File: config.mk
export PLATFORM = sky130hd
export DESIGN_NAME = mi_rd_stream
export DESIGN_NICKNAME = d
export VERILOG_FILES = /design/src/rtl/mi_rd_stream.sv
export SDC_FILE = /design/constraint.sdc
export NUM_CORES = 2
export LEC_CHECK = 0
export CAP_MARGIN = 20
export CORE_MARGIN = 2
export CORE_UTILIZATION = 50
export DETAILED_ROUTE_END_ITERATION = 10
export GPL_TIMING_DRIVEN = 0
export PLACE_DENSITY = 0.66
export RECOVER_POWER = 25
export SLEW_MARGIN = 40
export SYNTH_ARGS = -nofsm -noshare
export SYNTH_HDL_FRONTEND = slang
export SYNTH_SLANG_ARGS = --single-unit
File: constraint.sdc
create_clock -name clk -period 10.15 [get_ports clk]
set_input_delay 1.5225 -clock clk [delete_from_list [all_inputs] [get_ports clk]]
set_output_delay 1.5225 -clock clk [all_outputs]
set_load 0.01 [all_outputs]
File: src/rtl/mi_rd_stream.sv
// Read-stream front-end: splits a {address, length} request into bounded mi_* read bursts
// and returns the data as a valid/ready stream through a credit-checked show-ahead FIFO.
module mi_rd_stream #(
    parameter int AW         = 20,
    parameter int BURST_LEN  = 16,
    parameter int FIFO_DEPTH = 64
) (
    input  logic          clk,
    input  logic          rst,
    input  logic [AW-1:0] req_addr,
    input  logic [15:0]   req_len,
    input  logic          req_valid,
    output logic          req_ready,
    output logic [31:0]   out_data,
    output logic          out_last,
    output logic          out_valid,
    input  logic          out_ready,
    output logic          busy,
    output logic          done,
    output logic [AW-1:0] mi_addr,
    output logic [6:0]    mi_len,
    output logic          mi_rw,
    output logic          mi_valid,
    input  logic          mi_ready,
    input  logic [31:0]   mi_rdata,
    input  logic          mi_rstb,
    input  logic          mi_rlast
);

    localparam int          PW = $clog2(FIFO_DEPTH);
    localparam int          CW = PW + 1;
    localparam logic [15:0] BL = 16'(BURST_LEN);

    typedef enum logic [1:0] {IDLE, ISSUE, DRAIN} state_t;

    state_t        state, state_nxt;
    logic [AW-1:0] addr;
    logic [15:0]   iss_rem, rx_rem, burst_n;
    logic [CW-1:0] outstanding, fifo_cnt;
    logic [PW-1:0] wr_ptr, rd_ptr;
    logic [32:0]   mem [FIFO_DEPTH];
    logic          req_fire, mi_fire, rx_take, pop, fifo_empty, head_last;
    logic          credit_ok, issue_go, last_pop;
    logic          unused_rlast;

    assign unused_rlast = mi_rlast;

    assign req_ready  = (state == IDLE) && !rst;
    assign req_fire   = req_valid && req_ready;
    assign mi_fire    = mi_valid && mi_ready;
    assign rx_take    = mi_rstb && (rx_rem != 16'd0);
    assign fifo_empty = (fifo_cnt == '0);
    assign out_valid  = !fifo_empty;
    assign head_last  = mem[rd_ptr][32];
    assign out_data   = out_valid ? mem[rd_ptr][31:0] : 32'd0;
    assign out_last   = out_valid && head_last;
    assign pop        = out_valid && out_ready;
    assign last_pop   = pop && head_last;
    assign busy       = (state != IDLE);
    assign mi_rw      = 1'b1;

    // A burst is only issued when every word it can return already has a FIFO slot reserved.
    assign burst_n   = (iss_rem < BL) ? iss_rem : BL;
    assign credit_ok = (32'(fifo_cnt) + 32'(outstanding) + 32'(burst_n)) <= 32'(FIFO_DEPTH);
    assign issue_go  = (state == ISSUE) && !mi_valid && credit_ok;

    always_ff @(posedge clk or posedge rst) begin
        if (rst) state <= IDLE;
        else     state <= state_nxt;
    end

    always_comb begin
        state_nxt = state;
        case (state)
            IDLE:    if (req_fire && req_len != 16'd0) state_nxt = ISSUE;
            ISSUE:   if (mi_fire && iss_rem == burst_n) state_nxt = DRAIN;
            DRAIN:   if (last_pop) state_nxt = IDLE;
            default: state_nxt = IDLE;
        endcase
    end

    always_ff @(posedge clk or posedge rst) begin
        if (rst) begin
            addr     <= '0;
            iss_rem  <= '0;
            mi_valid <= 1'b0;
            mi_addr  <= '0;
            mi_len   <= '0;
            done     <= 1'b0;
        end else begin
            done <= 1'b0;
            if (req_fire) begin
                addr    <= req_addr;
                iss_rem <= req_len;
                if (req_len == 16'd0) done <= 1'b1;
            end
            if (issue_go) begin
                mi_valid <= 1'b1;
                mi_addr  <= addr;
                mi_len   <= 7'(burst_n - 16'd1);
            end
            if (mi_fire) begin
                mi_valid <= 1'b0;
                addr     <= addr + AW'(burst_n);
                iss_rem  <= iss_rem - burst_n;
            end
            if (state == DRAIN && last_pop) done <= 1'b1;
        end
    end

    // Words arriving with nothing left to receive (e.g. after a reset) are dropped.
    always_ff @(posedge clk or posedge rst) begin
        if (rst) begin
            rx_rem      <= '0;
            outstanding <= '0;
        end else begin
            if (req_fire)     rx_rem <= req_len;
            else if (rx_take) rx_rem <= rx_rem - 16'd1;
            outstanding <= outstanding + (mi_fire ? CW'(burst_n) : '0) - CW'(rx_take);
        end
    end

    always_ff @(posedge clk) begin
        if (rx_take) mem[wr_ptr] <= {rx_rem == 16'd1, mi_rdata};
    end

    always_ff @(posedge clk or posedge rst) begin
        if (rst) begin
            wr_ptr   <= '0;
            rd_ptr   <= '0;
            fifo_cnt <= '0;
        end else begin
            if (rx_take) wr_ptr <= wr_ptr + 1'b1;
            if (pop)     rd_ptr <= rd_ptr + 1'b1;
            fifo_cnt <= fifo_cnt + CW'(rx_take) - CW'(pop);
        end
    end

    fifo_no_overflow: assert property (@(posedge clk) disable iff (rst)
        !(rx_take && fifo_cnt == CW'(FIFO_DEPTH)));

endmodule

==> impl_metrics.csv <==
group,metric,value,unit
global_routing,grt_pass1_wl,342000,um
worst_setup_path,path_max_fanout,10,
die,die_w,422,um
sta,setup_tns,0,ps
routing,routed_wl,242000,um
logic_synthesis,syn-cell-area,87200,um2
sta,setup_ws,2840,ps
die,start_util,50.2,%
cts,htreeDepth,4,
worst_setup_path,start_kind,"flop",
cts,clock_latency,880,ps
logic_synthesis,synth-edff-count,2112,
sta,worst_pin_slew,2870,ps
logic_synthesis,synth.area.mux_share,17.1,%
logic_synthesis,synth_flop_cell,"edfxtp_1",
pwr,p_per_area,275,nW/um2
worst_hold_path,hold_class,"flop to flop",
routing,drtIter0Drc,6924,
global_routing,grt_max_degree,65,
cells_and_area,final_layout_size_suffix_gt1_share,28.4,%
worst_setup_path,critPathKind,"flop to output port",
sta,whs,500,ps
logic_synthesis,ys_seq_area_share,75.8,%
placement,dp_cells,6731,
logic_synthesis,synth_top_family_by_area,"multiplexers",
placement,dp.final_hpwl,166000,um
worst_setup_path,crit_required,8630,ps
global_routing,grt_use_total,27.3,%
pwr,leakagePower,33.5,nW
logic_synthesis,synth-seq-cells,2221,
cts,clk_path_buf_depth,3,
cells_and_area,post-route-util,59.6,%
cells_and_area,fin_area,103000,um2
cts,cts_sinks,2221,
cells_and_area,final_cells,7147,
placement,placed_area,96600,um2
sta,hold_violations,0,
sta,maxSlewViolCount,1027,
cts,postCtsResizedCells,0,
placement,numPortBuffers,138,
worst_setup_path,cp.arrival,5790,ps
die,core,174000,um2
placement,globalplace.congestion,0.907,
routing,first_pass_iters,6,
global_routing,grt_overflow,0,
routing,drt.antenna.violating_nets,0,
cts,cts_tree,"yes",
logic_synthesis,post_synth_num_cell_types,72,
placement,dp_worst_setup_slack,3880,ps
routing,wl_per_cell,33.8,um
global_routing,grt_antenna_before_repair,9,
cts,root_buffer,"clkbuf_16",
sta,report.final.setup_viol,0,
run,maxCapViolCount,22,
cts,clkTransAtPathRegs,70,ps
cts,cts_buffers,219,
die,die_area,178000,um2
die,num_rows,153,
routing,vias,45400,
sta,period_needed,7310,ps
die,pin_count,141,
pwr,power,28.4,mW
routing,drt-vias-per-instance,6.35,
global_routing,grt_pass1_vias,45300,
sta,slew_headroom,-91.2,%
sta,max_freq,137,MHz
run_status,violations,"max-capacitance violations, max-slew violations",
sta,final.setup_skew,52.5,ps
logic_synthesis,synth-async-reset-ratio,4.91,%
worst_setup_path,regToRegSetupSlack,4140,ps
logic_synthesis,synthSimpleGateAreaFrac,2.16,%
cells_and_area,nNetsFinal,4771,
logic_synthesis,synth_xor_area_share,0.512,%
logic_synthesis,syn_avg_cell_area,21.6,um2
run_status,status,"finished with violations",
worst_setup_path,end_kind,"output port",
cells_and_area,fillers,12200,
sta,rsz0062_at_grt,"no",
die,die_h,422,um
routing,drc,0,
logic_synthesis,synth_fa_ha_area_share,0.984,%
cts,holdBufCountCts,0,
pwr,ir_drop,0.000204,V
logic_synthesis,yosysWarnings,0,
sta,fin_crit_sh,72.0,%
logic_synthesis,synth-compound-area-share,2.11,%
cts,postCtsSetupBuffers,0,
cells_and_area,area_growth,18.6,%
logic_synthesis,synth_cells,4041,
[synthesized netlist by cell type, types with 6 or more instances]
master	instances	area share, %
nand4_1	14	0.10
a22oi_1	40	0.34
nor2b_1	29	0.21
o21ai_0	67	0.38
nand2b_1	7	0.050
nand3_1	23	0.13
a21o_1	7	0.060
nor4_1	11	0.079
edfxtp_1	2112	73
or3_1	7	0.050
buf_1	37	0.16
mux2_2	38	0.49
buf_2	55	0.32
or4_1	7	0.060
ha_1	51	0.73
inv_1	63	0.27
a32oi_1	13	0.13
clkbuf_1	111	0.48
a31oi_1	15	0.11
a211oi_1	13	0.11
xor2_1	13	0.13
dfrtp_1	109	3.1
nor3_1	17	0.098
xnor2_1	38	0.38
mux2i_1	110	1.3
mux4_2	596	15
o211ai_1	12	0.10
nand2_1	131	0.56
o22ai_1	6	0.043
fa_1	11	0.25
a21oi_1	63	0.36
o21bai_1	6	0.052
nor2_1	138	0.59
[cell type report]
type / instances / area, um2 / share of cell area [%]
repair buffers: 357 / 5400 / 5.21
diodes: 5 / 12.5 / 0.0121
well taps: 2325 / 2910 / 2.81
clock buffers: 269 / 5720 / 5.53
inverters: 65 / 251 / 0.243
multi-input cells: 1563 / 20600 / 19.9
flip-flops and latches: 2221 / 66100 / 63.9
clock inverters: 135 / 1490 / 1.44
plain buffers: 207 / 955 / 0.923
[critical path: stages, from the launching register on]
cell and delay (ps):
dfrtp_1 360, clkbuf_1 340, clkbuf_1 540, clkbuf_2 490, clkbuf_1 640, buf_2 550
mux2i_1 170, a22oi_1 390, nand2_1 90, o21ai_0 640, clkdlybuf4s50_1 680
[power breakdown]
group,total [mW],internal [mW],switching [mW]
combinational,9.51,4.01,5.50
sequential,10.7,10.5,0.216
clock,8.15,4.65,3.50
[final timing paths]
kind,start,end,depth (start not counted)
max,rd_ptr[1]$_DFFE_PP0P_,out_data[25],10
min,mi_addr[8]$_DFFE_PP0P_,mi_addr[8]$_DFFE_PP0P_,1
max reg2reg,iss_rem[9]$_DFFE_PP0P_,mi_addr[1]$_DFFE_PP0P_,21
min reg2reg,mi_addr[8]$_DFFE_PP0P_,mi_addr[8]$_DFFE_PP0P_,1
max in group asynchronous,rst,fifo_cnt[6]$_DFF_PP0_,3
min in group asynchronous,rst,done$_DFF_PP0_,2
[cells by family (layout without fill, tap and decap cells)]
group | Yosys count | count (layout)
flip-flops | 2221 | 2221
AND/OR/NAND/NOR | 408 | 408
buffers and inverters | 272 | 1033
other | 2 | 22
multiplexers | 744 | 744
AO/OA/AOI/OAI | 281 | 281
XOR/XNOR | 51 | 51
adder cells (fa/ha/maj) | 62 | 62
[state kept, by name, summed over array words and instances, names as in the netlist]
register and cells:
mi_valid 1, state 2, rx_rem 16, outstanding 7, addr 20, done 1
fifo_cnt 7, rd_ptr 6, wr_ptr 6, mi_addr 20, mem 2112, iss_rem 16
mi_len 7
[placed cells by master (no fill, tap or decap), types with 71 or more instances in the layout]
cell type        count
clkbuf_16          221
buf_8               77
nand2_1            130
buf_2               90
buf_16              94
nor2_1              71
clkbuf_1           169
mux2i_1            110
clkdlybuf4s50_1    106
edfxtp_1          2112
mux4_2             596
dfrtp_1            109
[layer usage]
layer / GRT usage, % / wire length, um / vias up
li1: - / - / 18100
met1: 37.8 / 91600 / 24100
met2: 42.2 / 113000 / 2730
met3: 6.19 / 25100 / 522
met4: 11.6 / 11700 / 2
met5: 0 / 14 / -
No activity file was read; power rests on OpenSTA's default activity.
